`config.mk`:
```
export PLATFORM = sky130hd
export DESIGN_NAME = bin2bcd_seq
export DESIGN_NICKNAME = d
export VERILOG_FILES = /design/src/rtl/bin2bcd_pkg.sv /design/src/rtl/bin2bcd_seq_digit_adj.sv /design/src/rtl/bin2bcd_seq.sv
export SDC_FILE = /design/constraint.sdc
export NUM_CORES = 1
export LEC_CHECK = 0
export ABC_AREA = 1
export BUFFER_PORTS_ARGS = -buffer_cell sky130_fd_sc_hd__buf_2
export CORE_MARGIN = 2
export CORE_UTILIZATION = 30
export DETAILED_ROUTE_END_ITERATION = 16
export GPL_ROUTABILITY_DRIVEN = 0
export MAX_ROUTING_LAYER = met4
export PLACE_DENSITY_LB_ADDON = 0.05
export SLEW_MARGIN = 20
export SYNTH_ARGS = -nofsm -noshare
export SYNTH_HDL_FRONTEND = slang
export SYNTH_SLANG_ARGS = --single-unit
export TNS_END_PERCENT = 1
```
`constraint.sdc`:
```
create_clock -name clk -period 2 [get_ports clk]
set_input_delay 0.3 -clock clk [delete_from_list [all_inputs] [get_ports clk]]
set_output_delay 0.3 -clock clk [all_outputs]
set_load 0.05 [all_outputs]
```
`src/rtl/bin2bcd_pkg.sv`:
```
// Shared types and constants for the sequential binary-to-BCD converter.
// Latency: n/a (package only).
// Backpressure: n/a (package only).
//
// Contents:
//   state_t     - converter FSM states
//   NIB_THRESH  - nibble value at and above which the add-3 correction applies
//   NIB_CORR    - add-3 correction value
//   bcd_max()   - largest value representable in a given number of BCD digits
package bin2bcd_pkg;

   typedef enum logic [1:0] {
      IDLE   = 2'd0,
      SHIFT  = 2'd1,
      FINISH = 2'd2
   } state_t;

   localparam logic [3:0] NIB_THRESH = 4'd5;
   localparam logic [3:0] NIB_CORR   = 4'd3;

   // 10^digits - 1, evaluated at elaboration time.
   function automatic longint unsigned bcd_max(input int digits);
      longint unsigned m;
      m = 64'd1;
      for (int i = 0; i < digits; i++) begin
         m = m * 64'd10;
      end
      return m - 64'd1;
   endfunction

endpackage

```
`src/rtl/bin2bcd_seq_digit_adj.sv`:
```
// One BCD digit pre-shift correction: nibble >= 5 gets +3 (4-bit, carry dropped).
// Latency: combinational.
// Backpressure: none.
//
// Ports:
//   nib - scratch nibble before the shift
//   adj - corrected nibble
module bcd_digit_adj
   import bin2bcd_pkg::*;
(
   input  logic [3:0] nib,
   output logic [3:0] adj
);

   // Plain 4-bit add: any carry out is meaningless for a valid BCD digit
   // in range and is deliberately discarded.
   assign adj = (nib >= NIB_THRESH) ? (nib + NIB_CORR) : nib;

endmodule

```
`src/rtl/bin2bcd_seq.sv`:
```
// Sequential binary-to-packed-BCD converter, shift-and-add-3, one bit per clock.
// Latency: done pulses in the cycle after edge E0+WIDTH+1 (E0 = accepting edge); 18-cycle throughput.
// Backpressure: start is only accepted while idle; requests while busy are dropped, not queued.
//
// Ports:
//   clk   - system clock, all state on rising edge
//   rst   - asynchronous active-high reset; aborts a conversion with no done
//   start - conversion request, sampled only in IDLE
//   bin   - unsigned binary input, sampled on the accepting edge only
//   bcd   - packed BCD result (digit 0 in [3:0]); holds last result
//   busy  - high while a conversion is in progress
//   done  - one-cycle pulse when bcd/ovf are updated
//   ovf   - last result saturated to all nines (bin > 10^DIGITS-1)
module bin2bcd_seq
   import bin2bcd_pkg::*;
#(
   parameter int WIDTH  = 16,
   parameter int DIGITS = 4
) (
   input  logic                  clk,
   input  logic                  rst,
   input  logic                  start,
   input  logic [WIDTH-1:0]      bin,
   output logic [4*DIGITS-1:0]   bcd,
   output logic                  busy,
   output logic                  done,
   output logic                  ovf
);

   localparam int              BW  = 4 * DIGITS;
   localparam int              CW  = $clog2(WIDTH + 1);
   localparam longint unsigned MAX = bcd_max(DIGITS);

   // WIDTH must be able to hold every value up to MAX, otherwise the
   // saturation compare and the digit count disagree.
   if (WIDTH < $clog2(MAX + 64'd1)) begin : g_width_check
      $error("bin2bcd_seq: WIDTH %0d too small for %0d BCD digits", WIDTH, DIGITS);
   end

   state_t           state_q;
   state_t           state_d;
   logic [WIDTH-1:0] shreg_q;
   logic [BW-1:0]    scratch_q;
   logic [BW-1:0]    scratch_adj;
   logic [CW-1:0]    cnt_q;
   logic             sat_q;

   // Per-digit add-3 on the pre-edge scratch value.
   for (genvar g = 0; g < DIGITS; g++) begin : g_digit
      bcd_digit_adj u_adj (
         .nib (scratch_q[4*g +: 4]),
         .adj (scratch_adj[4*g +: 4])
      );
   end

   // ---------------------------------------------------------------
   // FSM: state register
   // ---------------------------------------------------------------
   always_ff @(posedge clk or posedge rst) begin
      if (rst) begin
         state_q <= IDLE;
      end else begin
         state_q <= state_d;
      end
   end

   // ---------------------------------------------------------------
   // FSM: next state
   // ---------------------------------------------------------------
   always_comb begin
      state_d = state_q;
      unique case (state_q)
         IDLE: begin
            if (start) begin
               state_d = SHIFT;
            end
         end
         SHIFT: begin
            // cnt_q == 1 means this edge performs the final shift.
            if (cnt_q == CW'(1)) begin
               state_d = FINISH;
            end
         end
         FINISH: begin
            state_d = IDLE;
         end
         default: begin
            state_d = IDLE;
         end
      endcase
   end

   // ---------------------------------------------------------------
   // Datapath and registered outputs
   // ---------------------------------------------------------------
   always_ff @(posedge clk or posedge rst) begin
      if (rst) begin
         shreg_q   <= '0;
         scratch_q <= '0;
         cnt_q     <= '0;
         sat_q     <= 1'b0;
         bcd       <= '0;
         busy      <= 1'b0;
         done      <= 1'b0;
         ovf       <= 1'b0;
      end else begin
         done <= 1'b0;
         unique case (state_q)
            IDLE: begin
               if (start) begin
                  shreg_q   <= bin;
                  scratch_q <= '0;
                  cnt_q     <= CW'(WIDTH);
                  // Saturation decided once from the latched value.
                  sat_q     <= (64'(bin) > MAX);
                  busy      <= 1'b1;
               end
            end
            SHIFT: begin
               // {scratch, shreg} << 1 using the corrected scratch; the cast
               // drops the carry out of the top digit, which only matters
               // for values that saturate anyway.
               scratch_q <= BW'({scratch_adj, shreg_q[WIDTH-1]});
               shreg_q   <= shreg_q << 1;
               cnt_q     <= cnt_q - CW'(1);
            end
            FINISH: begin
               bcd  <= sat_q ? {DIGITS{4'h9}} : scratch_q;
               ovf  <= sat_q;
               done <= 1'b1;
               busy <= 1'b0;
            end
            default: begin
               busy <= 1'b0;
            end
         endcase
      end
   end

endmodule

```
==> results, run 1 <==
- The number of hold buffers added after CTS was 1.
- The clock passes through at most 2 buffers.
- The final worst slack is 0.6274 ns.
- The latest clock arrival within the worst-skew pair is 0.33 ns.
- OpenSTA, run right after detailed placement, puts the worst setup slack at 0.6341 ns.
- The number of maximum-capacitance constraint violations is 0.
- After Yosys synthesis, XOR and XNOR cells account for 0% of the synthesized area.
- Synthesis produced 339 cells.
- The clock tree synthesis step divided the H-tree into 3 levels.
- The post-cts resize count is 0.
- The number of buffers and inverters on the critical path is 3.
- Summing the areas of all compound-gate instances in the mapped netlist gives 7.146% of the synthesized area.
- The worst hold path belongs to the class input port to flop.
- In this run the horizontal extent of the chip is 100.6 um.
- The adder-cell share of the synthesized area is 4.466%.
- The cell area after technology mapping is 0.002801 sq mm.
- The final critical path takes up 68.63% of the cycle.
- After filler insertion, the fill cell instance count of the layout stands at 970.
- Measured against its own limit, the worst slew margin works out to 66.11%.
- The number of global-route vias before repair is 2174.
- The top achievable clock speed is 728.6 MHz.
- In the final layout, the share of cells above drive strength 1 is 17.69%.
- The number of nets produced by synthesis is 368.
- The number of max-slew violations in the final report was 0.
- Across the VDD grid, the largest voltage drop is 0.4500 mV.
- The root buffer cell chosen for the clock tree is clkbuf_8.
- The actual transition at the worst max-transition pin is 0.5076 ns.
- The synthesis-to-layout area growth is 20.63%.
- The initial standard-cell utilization of the core is 30.61%.
- The largest single stage delay on the critical path is 0.40 ns.
- The class of the most critical setup path is flop to flop.
- In this run, the number of DRC markers left after iteration 0 of detailed routing was 78.
- Ranked by instance count, the synthesized netlist is headed by nand2_1, dfrtp_1, nand3_1, inv_1, nor2_1.
- The origin of the worst setup path is state_q[1].
- The global routing usage summed across all routing layers is 14.59%.
- Setup repair after global routing left no endpoint under its margin.
- The number of port buffers is 37.
- Ranked by total cell area, the synthesized netlist is headed by dfrtp_1, nand2_1, nand3_1.
- In this run, CTS created clock tree buffers numbering 9.
- Sequential elements use 52.70% of the synthesized area.
- The number of vias in the routed layout is 2290.
- The number of antenna violations at the first check in global routing is 0.
- Among all stages on the critical path, the largest delay is contributed by dfrtp_1.
- The sum of routed wire length over all layers is 6634 um.
- After floorplanning, the core was divided into 35 placement rows.
- Dividing the synthesized area by the synthesized cell count gives 8.264 sq um.
- The post-detailed-route via-to-cell ratio is 4.571.
- The pin count of the biggest net entering global routing is 27.
- The final number of setup-violating endpoints is 0.
- The count of endpoints failing hold in the final timing report is 0.
- The area of the die is 0.01013 sq mm.
- The buffer count from post-CTS setup fixing is 0.
- The power density over the cells is 1655 mW/mm^2.
- The portion of synthesized cell area occupied by the leading cell type is 52.70%.
- CTS saw 59 sinks.
- The largest fanout of any net on the critical path is 23.
- The synthesized netlist devotes 28.72% of its cell area to simple gates.
- 0 antenna diodes ended up in the layout.
- Traced cell by cell, the critical path runs through inv_1 > nand2_2 > inv_2 > buf_12 > nand3_1 > o21ai_1.
- The netlist uses 22 different library cells.
- Across the routed clock network, the largest skew measured is 0.009046 ns.
- The placeable core region is 0.009153 sq mm.
- Counting flops and latches in the post-synthesis netlist gives 59.
- In the routed design, unresolved DRC markers number 0.
- The proportion of synthesized area in mux cells is 0%.
- The routed design could run at a clock period as short as 1.373 ns.
- STA puts the critical path data required time at 2.26 ns.
- The number of synthesized flops with an enable pin is 0.
- The nature of the critical path endpoint is a flop.
- The run finished with clean final reports.
- The first detailed-routing pass ran for 4 iterations.
- The most instantiated library cell after synthesis is nand2_1.
- For this design the top-level I/O count stands at 38.
- The height of the chip is 100.6 um.
- After the last flow step, the layout net total stands at 414.
- The total congestion overflow after global routing is 0.
- The sort of element at the start of the critical path is a flop.
- The library cell occupying the most area in the post-synthesis netlist is dfrtp_1.
- The count of antenna-violating nets left after detailed routing is 0.
- Once detailed placement completed, the half-perimeter wirelength came to 4636 um.
- The clock tree from TritonCTS is yes.
- The primary flip-flop cell chosen by synthesis mapping is dfrtp_1.
- The warning count from the yosys run is 0.
- After synthesis, the largest family of logic cells by area is simple AND/OR/NAND/NOR gates.
- The analysis attributes to cell leakage a power of 0.001763 uW.
- The first global-routing pass estimated 10980 um of wire.
- The mean routed wirelength per cell is 13.24 um.
- The beginning of the worst hold path is bin[0].
- After clock tree synthesis, the clock-pin slew on the worst setup and hold paths is 0.07 ns.
- In the final timing run, aggregate negative setup slack is 0 ns.
- At the worst endpoint, the arrival time is 1.63 ns.
- In this run the critical register-to-register path is launched from state_q[1].
- The kind of cell with the highest combined delay on the critical path is buffers and inverters.
- After synthesis, the share of flip-flops with an asynchronous set or reset is 100.0%.
[state kept, by name, indices dropped and copies added, names as in the netlist]
register	count
sat_q	1
done	1
busy	1
ovf	1
state_q	2
scratch_q	16
cnt_q	5
bcd	16
shreg_q	16
[path summary, 6_finish.rpt]
check,end,slack [ns],depth (start not counted)
setup / recovery,scratch_q[15],0.63,6
hold / removal,shreg_q[0],0.17,3
setup reg to reg,scratch_q[15],0.63,6
hold reg to reg,shreg_q[0],0.48,2
max in group asynchronous,bcd[6],0.96,4
min in group asynchronous,cnt_q[1],0.54,3
[placed cells by master (no fill, tap or decap), types with 2 or more instances in the layout]
master,n
nand2_1,110
dfrtp_1,59
nand3_1,39
buf_2,37
inv_1,32
nor2_1,22
o21ai_0,17
clkbuf_8,11
o21ai_1,10
ha_1,10
a21oi_1,9
nand4_1,8
inv_2,5
clkinv_2,3
buf_12,3
nand2_2,2
nor2_2,2
o22ai_1,2
bufinv_16,2
[power breakdown]
group / switching (uW) / internal [uW]
clock network: 478 / 763
logic: 1610 / 767
registers: 304 / 1680
[cell families after synthesis]
family,after synthesis
AOI/OAI and AO/OA,39
buffers and inverters,45
adders and majority gates,10
DFF,59
and+or+nand+nor,186
[layout make-up]
type / count / area [sq um] / share of cell area [%]
sequential: 59 / 1476 / 43.69
tap: 111 / 138.9 / 4.110
clock inverter: 5 / 75.07 / 2.221
inverter: 38 / 145.1 / 4.295
clock buffer: 11 / 151.4 / 4.480
timing repair buffer: 42 / 262.8 / 7.775
multi-input combinational: 235 / 1130 / 33.43
[per-layer routing]
| metal | vias up | global-route usage, % | share of wire, % |
|---|---|---|---|
| met2 | 45 | 22.15 | 46 |
| li1 | 1183 | - | - |
| met4 | 0 | 6.322 | 1.7 |
| met5 | - | - | 0 |
| met1 | 1051 | 19.06 | 49 |
| met3 | 11 | 2.705 | 3.2 |
[metrics by stage]
stage	power [uW]	area [sq um]	utilization, %	std cells	hold slack, ns
2_1_floorplan	3814	2801	-	339	0.4166
3_3_place_gp	4390	3143	34.34	484	0.3647
3_5_place_dp	4401	3143	34.34	484	0.3625
4_1_cts	5686	3379	36.92	501	0.1506
5_1_grt	6128	3379	36.92	501	0.1697
6_report	5594	3379	36.92	501	0.1661
[worst reg2reg max path, cell delays in order, from the launching register on]
cell	delay (ns)
dfrtp_1	0.40
inv_1	0.12
nand2_2	0.13
inv_2	0.24
buf_12	0.21
nand3_1	0.11
o21ai_1	0.08
(Power assumes the default switching activity.)
==> run 2, diff against run 1 <==
Settings changed: ABC_AREA 1 to 0.
Clock period 2 ns to 1.1 ns, I/O delays scaled along.
==> run 2 against run 1 <==
Net effect: the run now ends with setup timing left; largest cell class is now multi-input gates; non-clock buffer count up 64; power up 130%; synthesized area up 4.8%; first-iteration DRC count down 28%; wire length up 11%; sequential power up 85%; clock power up 95%.
==> results, run 2 <==
- STA puts the critical path data required time at 1.37 ns.
- After synthesis, the most frequently instantiated cells are dfrtp_1, o21ai_0, nand2_1, a31oi_1, inv_1.
- For the finished layout, the period the worst path requires is 1.374 ns.
- The worst setup path is launched from a flop.
- The CTS buffer count is 9.
- The combinational cell fraction of total power is 53.0%.
- The synthesized netlist devotes 4.263% of its cell area to adder and majority cells.
- For this run, the slowest stage of the critical path takes 0.40 ns.
- In this run, distinct cell masters in the synthesized netlist total 43.
- The initial utilization of the core area, before any placement, comes to 30.45%.
- The final reports fail on setup timing.
- Row generation in the floorplan step produced 36 rows.
- The final layout contains 431 nets.
- The proportion of power drawn by the clock network is 18.7%.
- The synthesis-to-layout area growth is 49.83%.
- The endpoint identified for the worst register-to-register timing path is scratch_q[14].
- The post-detailed-route via-to-cell ratio is 4.572.
- The commonest non-fill, non-tap cell in the layout is buf_4.
- After global routing the overflow that remains totals 0.
- The height of the chip is 102.9 um.
- The final number of setup-violating endpoints is 37.
- After detailed routing, the number of remaining DRC violations is 0.
- Clock skew on the completed layout was measured at 0.007644 ns.
- Adding up every negative setup slack in the final design gives -3.384 ns.
- The buffer levels on the longest clock path is 2.
- For this design, the slowest cell found on the critical path is dfrtp_1.
- Synthesis inferred 59 register bits.
- At the pin with the least slew margin, the transition time is 0.3830 ns.
- Clock latency on the worst-skew pair, taken at its later pin, is 0.33 ns.
- The clock tree from TritonCTS is yes.
- The top cell types in the final layout, fill and taps aside, are buf_4, dfrtp_1, nand2_1.
- The post-synthesis async set-or-reset flop share is 100.0%.
- The core region is 0.009639 sq mm.
- The mean post-synth cell area is 9.688 sq um.
- The count of antenna-violating nets left after detailed routing is 0.
- Yosys attributes the largest share of cell area to dfrtp_1, o21ai_0, nand2_1.
- The global-route wire length before repair is 12480 um.
- For met2 alone, demand over resource in global routing was 23.78%.
- Cell internal power was estimated by the tool at 8058 uW.
- The met3 layer usage reported by global route is 4.136%.
- The mean routed wirelength per cell is 13.68 um.
- The count of H-tree levels built during CTS is 3.
- The detailed router placed 2469 vias in this run.
- The proportion of synthesized area in mux cells is 2.600%.
- The area of the die is 0.01059 sq mm.
- The worst register-to-register path begins at scratch_q[12].
- Setup repair after global routing could not meet its margin everywhere.
- The worst min-delay path class is input port to flop.
- The die outline width is 102.9 um.
- The number of maximum-capacitance constraint violations is 0.
- The cell count after synthesis came out at 303.
- The count of endpoints failing hold in the final timing report is 0.
- The largest fanout of any net on the critical path is 3.
- The sum of routed wire length over all layers is 7389 um.
- The total number of clock tree sinks is 59.
- After synthesis the cells add up to 0.002935 sq mm.
- Counting flops with a built-in enable in the synthesized netlist gives 0.
- The net switching fraction of the power is 37.74%.
- The most used flip-flop cell after synthesis is dfrtp_1.
- The number of max-slew violations in the final report is 0.
- The leakage power summed over all cells is 0.001987 uW.
- Headroom to the max-slew limit came out at 74.13%.
- After layout, the worst path uses 124.9% of the clock period.
- The fraction of the core area covered by cells at the end of the flow is 45.63%.
- The area share of and/or/nand/nor cells after synthesis is 18.67%.
- After Yosys synthesis, XOR and XNOR cells account for 1.492% of the synthesized area.
- The most crowded layer after global routing is met2.
- The top achievable clock speed is 727.7 MHz.
- The power dissipated by switching net loads is 4885 uW.
- IR analysis of the VDD net gives a maximum drop of 1.049 mV.
- The number of global-route vias before repair is 2487.
- Sequential cells were found to cover 50.30% of the synthesized design area.
- The clock transition at the registers of the reported paths is 0.07 ns.
- Summing the areas of all compound-gate instances in the mapped netlist gives 16.97% of the synthesized area.
- For this block, the initial DRC count from the detailed router was 56.
- The number of cells on the worst reg-to-reg path is 6.
- STA classifies the critical path endpoint as a flop.
- The fraction of final layout cells with drive strength greater than 1 is 46.19%.
- The library cell occupying the most area in the post-synthesis netlist is dfrtp_1.
- In this run the tool buffered the top-level ports with 37 buffer cells.
- Setup slack on the worst reg-to-reg path comes out at -0.27 ns.
- The met1 track utilization from global routing is 21.34%.
- The main combinational cell family by area after synthesis is simple AND/OR/NAND/NOR gates.
- The warning count from the yosys run is 0.
- Among all cell types in the netlist, the one instantiated most often is dfrtp_1.
- The worst setup path is of the flop to flop kind.
- The final worst slack is -0.2742 ns.
- When the netlist entered floorplanning its net count stood at 332.
- The origin of the worst setup path is scratch_q[12].
- Clock tree synthesis selected as its root buffer the cell clkbuf_8.
- For the worst setup path, the data arrival time is 1.64 ns.
- The number of antenna repair diodes is 0.
- The fraction of power consumed by sequential logic is 28.4%.
- The most critical setup path has its endpoint at scratch_q[14].
- The pin count of the biggest net entering global routing is 60.
- In the final layout, the registers with the most flip-flops are bcd x16, scratch_q x16, shreg_q x16.
- The worst hold slack after final layout is 0.1129 ns.
- The power density over the cells is 2943 mW/mm^2.
- The number of antenna violations at the first check in global routing is 0.
- The run finished, with violations left.
- Of the post-synthesis cell area, the dominant cell type holds 50.30%.
- The number of iterations in the first detailed-routing pass is 4.
- The critical path goes through inv_1 > ha_2 > nand2b_4 > a21oi_4 > mux2_4 > o21ai_1.
- The placed wire-length estimate after detailed placement is 4889 um.
- The number of top-level pins is 38.
- In the global route stage, overall resource usage came out at 15.79%.
## run 2: power by group through the flow
stage                     combinational, uW  clock, uW  sequential [uW]
after floorplan                        2610          0             4240
after global placement                 5650          0             3520
after detailed placement               5650          0             3530
after CTS                              6560       2510             3600
after global routing                   7590       2580             3790
final                                  6860       2420             3670
## run 2: per-layer routing
| layer | part of all wire (%) | vias up |
|---|---|---|
| met4 | 0.72 | 0 |
| met2 | 47 | 30 |
| li1 | - | 1245 |
| met1 | 50 | 1186 |
| met3 | 2.8 | 8 |
| met5 | 0 | - |
## run 2: area by class of cell
| cell class | instances | area (sq um) |
|---|---|---|
| fill | 952 | 5241 |
| multi-input combinational | 212 | 1548 |
| sequential | 59 | 1478 |
| timing repair buffer | 106 | 903.4 |
| tap | 133 | 166.4 |
| clock buffer | 11 | 141.4 |
| clock inverter | 5 | 100.1 |
| inverter | 14 | 61.31 |
## run 2: metrics by stage
step	cell area, sq um	std cells	setup WS (ns)	total power (uW)
finish	4398	540	-0.2742	12940
detailed placement	3734	519	-0.4070	9181
global route	4398	540	-0.3695	13950
global placement	3734	519	-0.3785	9173
CTS	4254	540	-0.2688	12660
floorplan	2939	303	-0.3792	6842
## run 2: how the worst min path moves through the flow
stage	slack (ns)	from	end	depth (start not counted)
3_3_place_gp	0.28	rst	done	3
4_1_cts	0.11	bin[2]	shreg_q[2]	3
3_5_place_dp	0.28	rst	shreg_q[2]	3
2_1_floorplan	0.26	rst	bcd[0]	1
5_1_grt	0.12	bin[3]	shreg_q[3]	3
6_report	0.11	bin[3]	shreg_q[3]	3
## run 2: worst max-delay path, delay by kind of cell, from the launching register on
| kind | cells | cell delay [ns] |
|---|---|---|
| and+or+nand+nor | 1 | 0.07 |
| muxes | 1 | 0.31 |
| buffers and inverters | 1 | 0.08 |
| DFF | 1 | 0.40 |
| AOI/OAI and AO/OA | 2 | 0.25 |
| adders and majority gates | 1 | 0.20 |
## run 2: timing repair
action | 4_1_cts | 5_1_grt
setup buffers | 4 | 0
endpoints found under the setup margin | 72 | 71
hold buffers | 1 | 0
gates cloned | 0 | 0
pin swaps | 11 | 3
hold endpoints to repair | 59 | 0
resized for setup | 81 | 43
## run 2: cells by family (layout without fill, tap and decap cells)
logic type / after synthesis / count (layout)
DFF: 59 / 59
adders and majority gates: 10 / 10
AOI/OAI and AO/OA: 86 / 86
and+or+nand+nor: 104 / 104
xor gates and xnor gates: 5 / 5
buffers and inverters: 32 / 136
muxes: 7 / 7
==> run 3, diff against run 2 <==
Settings changed: ABC_AREA 0 to default, CELL_PAD_IN_SITES_DETAIL_PLACEMENT from default to 1, CELL_PAD_IN_SITES_GLOBAL_PLACEMENT from default to 1.
==> run 3 against run 2 <==
Net effect: the run still ends with setup timing left; via count increased by 1.9%; non-clock buffer count increased by 2; power increased by 0.76%; core utilization increased by 0.64 points; largest power group unchanged; register-to-register slack got worse by 0.02 ns; highest routed layer unchanged; maximum frequency decreased by 1.6%; global-route usage increased by 2.1 points; worst setup slack got worse by 0.022 ns; clock power decreased by 17%; die area unchanged; combinational power increased by 7.1%; final cell count increased by 0.37%.
==> results, run 3 (synthesis results as in run 2) <==
- For the worst setup path, the data required time is 1.37 ns.
- At the end of the flow, the number of nets in the layout was 433.
- The first global-routing pass estimated 13720 um of wire.
- The wire-length estimate of the detail-placed layout is 5611 um.
- The number of max-slew violations in the final report is 0.
- For this run, the total global-route usage over all layers was measured as 17.85%.
- The first detailed-routing pass took 4 iterations.
- The root buffer cell chosen for the clock tree is clkbuf_8.
- The most critical setup path has its startpoint at scratch_q[0].
- The site row count is 36.
- Excluding fillers, the count of instances in the completed layout stands at 542.
- Setup violations remaining at the end of the flow were counted as 37.
- The sort of element at the start of the critical path is a flop.
- Data on the critical path arrives at its endpoint at 1.67 ns.
- The cell area after placement is 0.003781 sq mm.
- The buffer levels on the longest clock path is 2.
- The die is 102.9 um wide.
- CTS built an H-tree with a depth of 3.
- The routed design could run at a clock period as short as 1.396 ns.
- At the pin with the least slew margin, the transition time is 0.3767 ns.
- The worst setup path is of the flop to flop kind.
- The height of the chip is 102.9 um.
- The clock transition at the registers of the reported paths is 0.07 ns.
- Entering global routing, the biggest net connects 33 pins.
- The clock tree from TritonCTS is yes.
- The fraction of final layout cells with drive strength greater than 1 is 48.17%.
- The maximum vdd ir drop is 1.069 mV.
- The largest registers in the layout are bcd x16, scratch_q x16, shreg_q x16.
- The number of antenna diodes in the final layout is 0.
- The post-route cell area is 0.004459 sq mm.
- The floorplan step defined a die boundary enclosing 0.01059 sq mm.
- After the first detailed-routing iteration, the DRC count stood at 68.
- The top achievable clock speed is 716.3 MHz.
- The worst register-to-register path begins at scratch_q[0].
- Relative to the synthesized area, the layout overhead comes to 51.92%.
- The number of antenna violations at the first check in global routing is 0.
- The number of global-route vias before repair is 2614.
- Setup repair after global routing could not meet its margin everywhere.
- The count of endpoints failing hold in the final timing report is 0.
- The total number of clock tree sinks is 59.
- The run finished, with violations left.
- After detailed routing, the number of vias per cell comes to 4.642.
- Leaving out fill and tap cells, the most frequent cell in the layout is buf_4.
- The number of top-level pins is 38.
- The worst setup path is captured at a flop.
- The region available for standard cell placement spans 0.009639 sq mm.
- The CTS buffer count is 9.
- After layout, the worst setup slack is -0.2960 ns.
- The total congestion overflow after global routing is 0.
- For met2 alone, demand over resource in global routing was 27.37%.
- The number of placed instances, taps included, is 522.
- The checks that failed: setup timing.
- The sum of routed wire length over all layers is 8346 um.
- Across all hold checks on the routed design, the worst slack comes to 0.1105 ns.
- The detail route stage leaves a number of antenna-violating nets equal to 0.
- The latest clock arrival within the worst-skew pair is 0.35 ns.
- The mean routed wirelength per cell is 15.40 um.
- The beginning of the worst hold path is bin[3].
- The worst setup skew after layout is 0.009553 ns.
- Global routing consumed, on the met1 layer, 23.69% of the routing resources.
- The most crowded layer after global routing is met2.
- In this run the worst path has a maximum fanout of 3.
- In the global route stage, met3 resource usage came out at 4.068%.
- Summed over all cells, the static leakage comes to 0.001988 uW.
- For this configuration, the core starts out at a cell density of 30.45%.
- The path class of the tightest hold or removal check is input port to flop.
- Input and output buffers added on the ports amount to 37.
- The number of maximum-capacitance constraint violations is 0.
- The power density over the cells is 2925 mW/mm^2.
- In the layout the commonest cells are buf_4, dfrtp_1, nand2_1.
- For this block, the via count after detailed routing is 2516.
- The final clock period utilization by the worst path is 126.9%.
- The worst slew margin relative to its limit is 74.56%.
- In the routed design, unresolved DRC markers number 0.
-- run 3: cell count changes in the layout (fill, tap and decap cells not counted), moves of 2 or more --
cell	before	now
inv_4	2	0
o21ai_0	22	14
dfrtp_2	1	4
inv_2	6	8
a31oi_2	2	0
dfrtp_1	58	55
buf_4	61	58
o21ai_1	24	32
inv_1	5	3
buf_6	20	23
bufinv_16	3	1
buf_12	6	8
clkinv_4	0	2
-- run 3: what timing repair did --
action	4_1_cts	5_1_grt
hold buffers	1	0
resized for setup	106	44
endpoints found under the setup margin	74	74
gates cloned	0	0
pin swaps	16	7
endpoints found under the hold margin	20	0
setup buffers	3	0
-- run 3: final cells by class --
class                      count  area, sq um
multi-input combinational    212         1597
timing repair buffer         108        954.7
tap                          133        166.4
fill                        1097         5180
clock inverter                 5        52.55
sequential                    59         1481
clock buffer                  11        141.4
inverter                      14        66.31
-- run 3: critical path, stage by stage (launching register included) --
cell and delay (ns):
dfrtp_1 0.41, ha_2 0.20, nand2b_4 0.15, a21oi_4 0.15, mux2_4 0.32, o21ai_2 0.10
-- run 3: per-stage QoR --
stage	TNS (ns)	util (%)	power (uW)	worst slack [ns]
6_report	-4.723	46.26	13040	-0.2960
5_1_grt	-7.536	46.26	14030	-0.3442
4_1_cts	-5.263	44.73	12720	-0.2915
3_5_place_dp	-7.025	39.23	9415	-0.4684
3_3_place_gp	-5.680	39.23	9281	-0.3867
2_1_floorplan	-2.177	-	6842	-0.3792
-- run 3: report_power, final --
part	total, uW	switching (uW)	internal, uW	leakage [uW]
sequential	3680	660	3020	0.000739
clock	2010	914	1100	0.0000991
combinational	7350	3680	3670	0.00115
-- run 3: worst paths after layout --
path | endpoint | slack [ns] | cells past startpoint
setup / recovery | scratch_q[2] | -0.30 | 5
hold / removal | shreg_q[3] | 0.11 | 3
setup reg to reg | scratch_q[2] | -0.30 | 5
hold reg to reg | shreg_q[12] | 0.48 | 2
max in group asynchronous | cnt_q[0] | 0.31 | 4
min in group asynchronous | shreg_q[2] | 0.32 | 3
-- run 3: metal layers --
layer	up-vias	part of all wire [%]
met4	0	1.1
met1	1224	49
met5	-	0
met3	10	2.4
met2	30	47
li1	1252	-
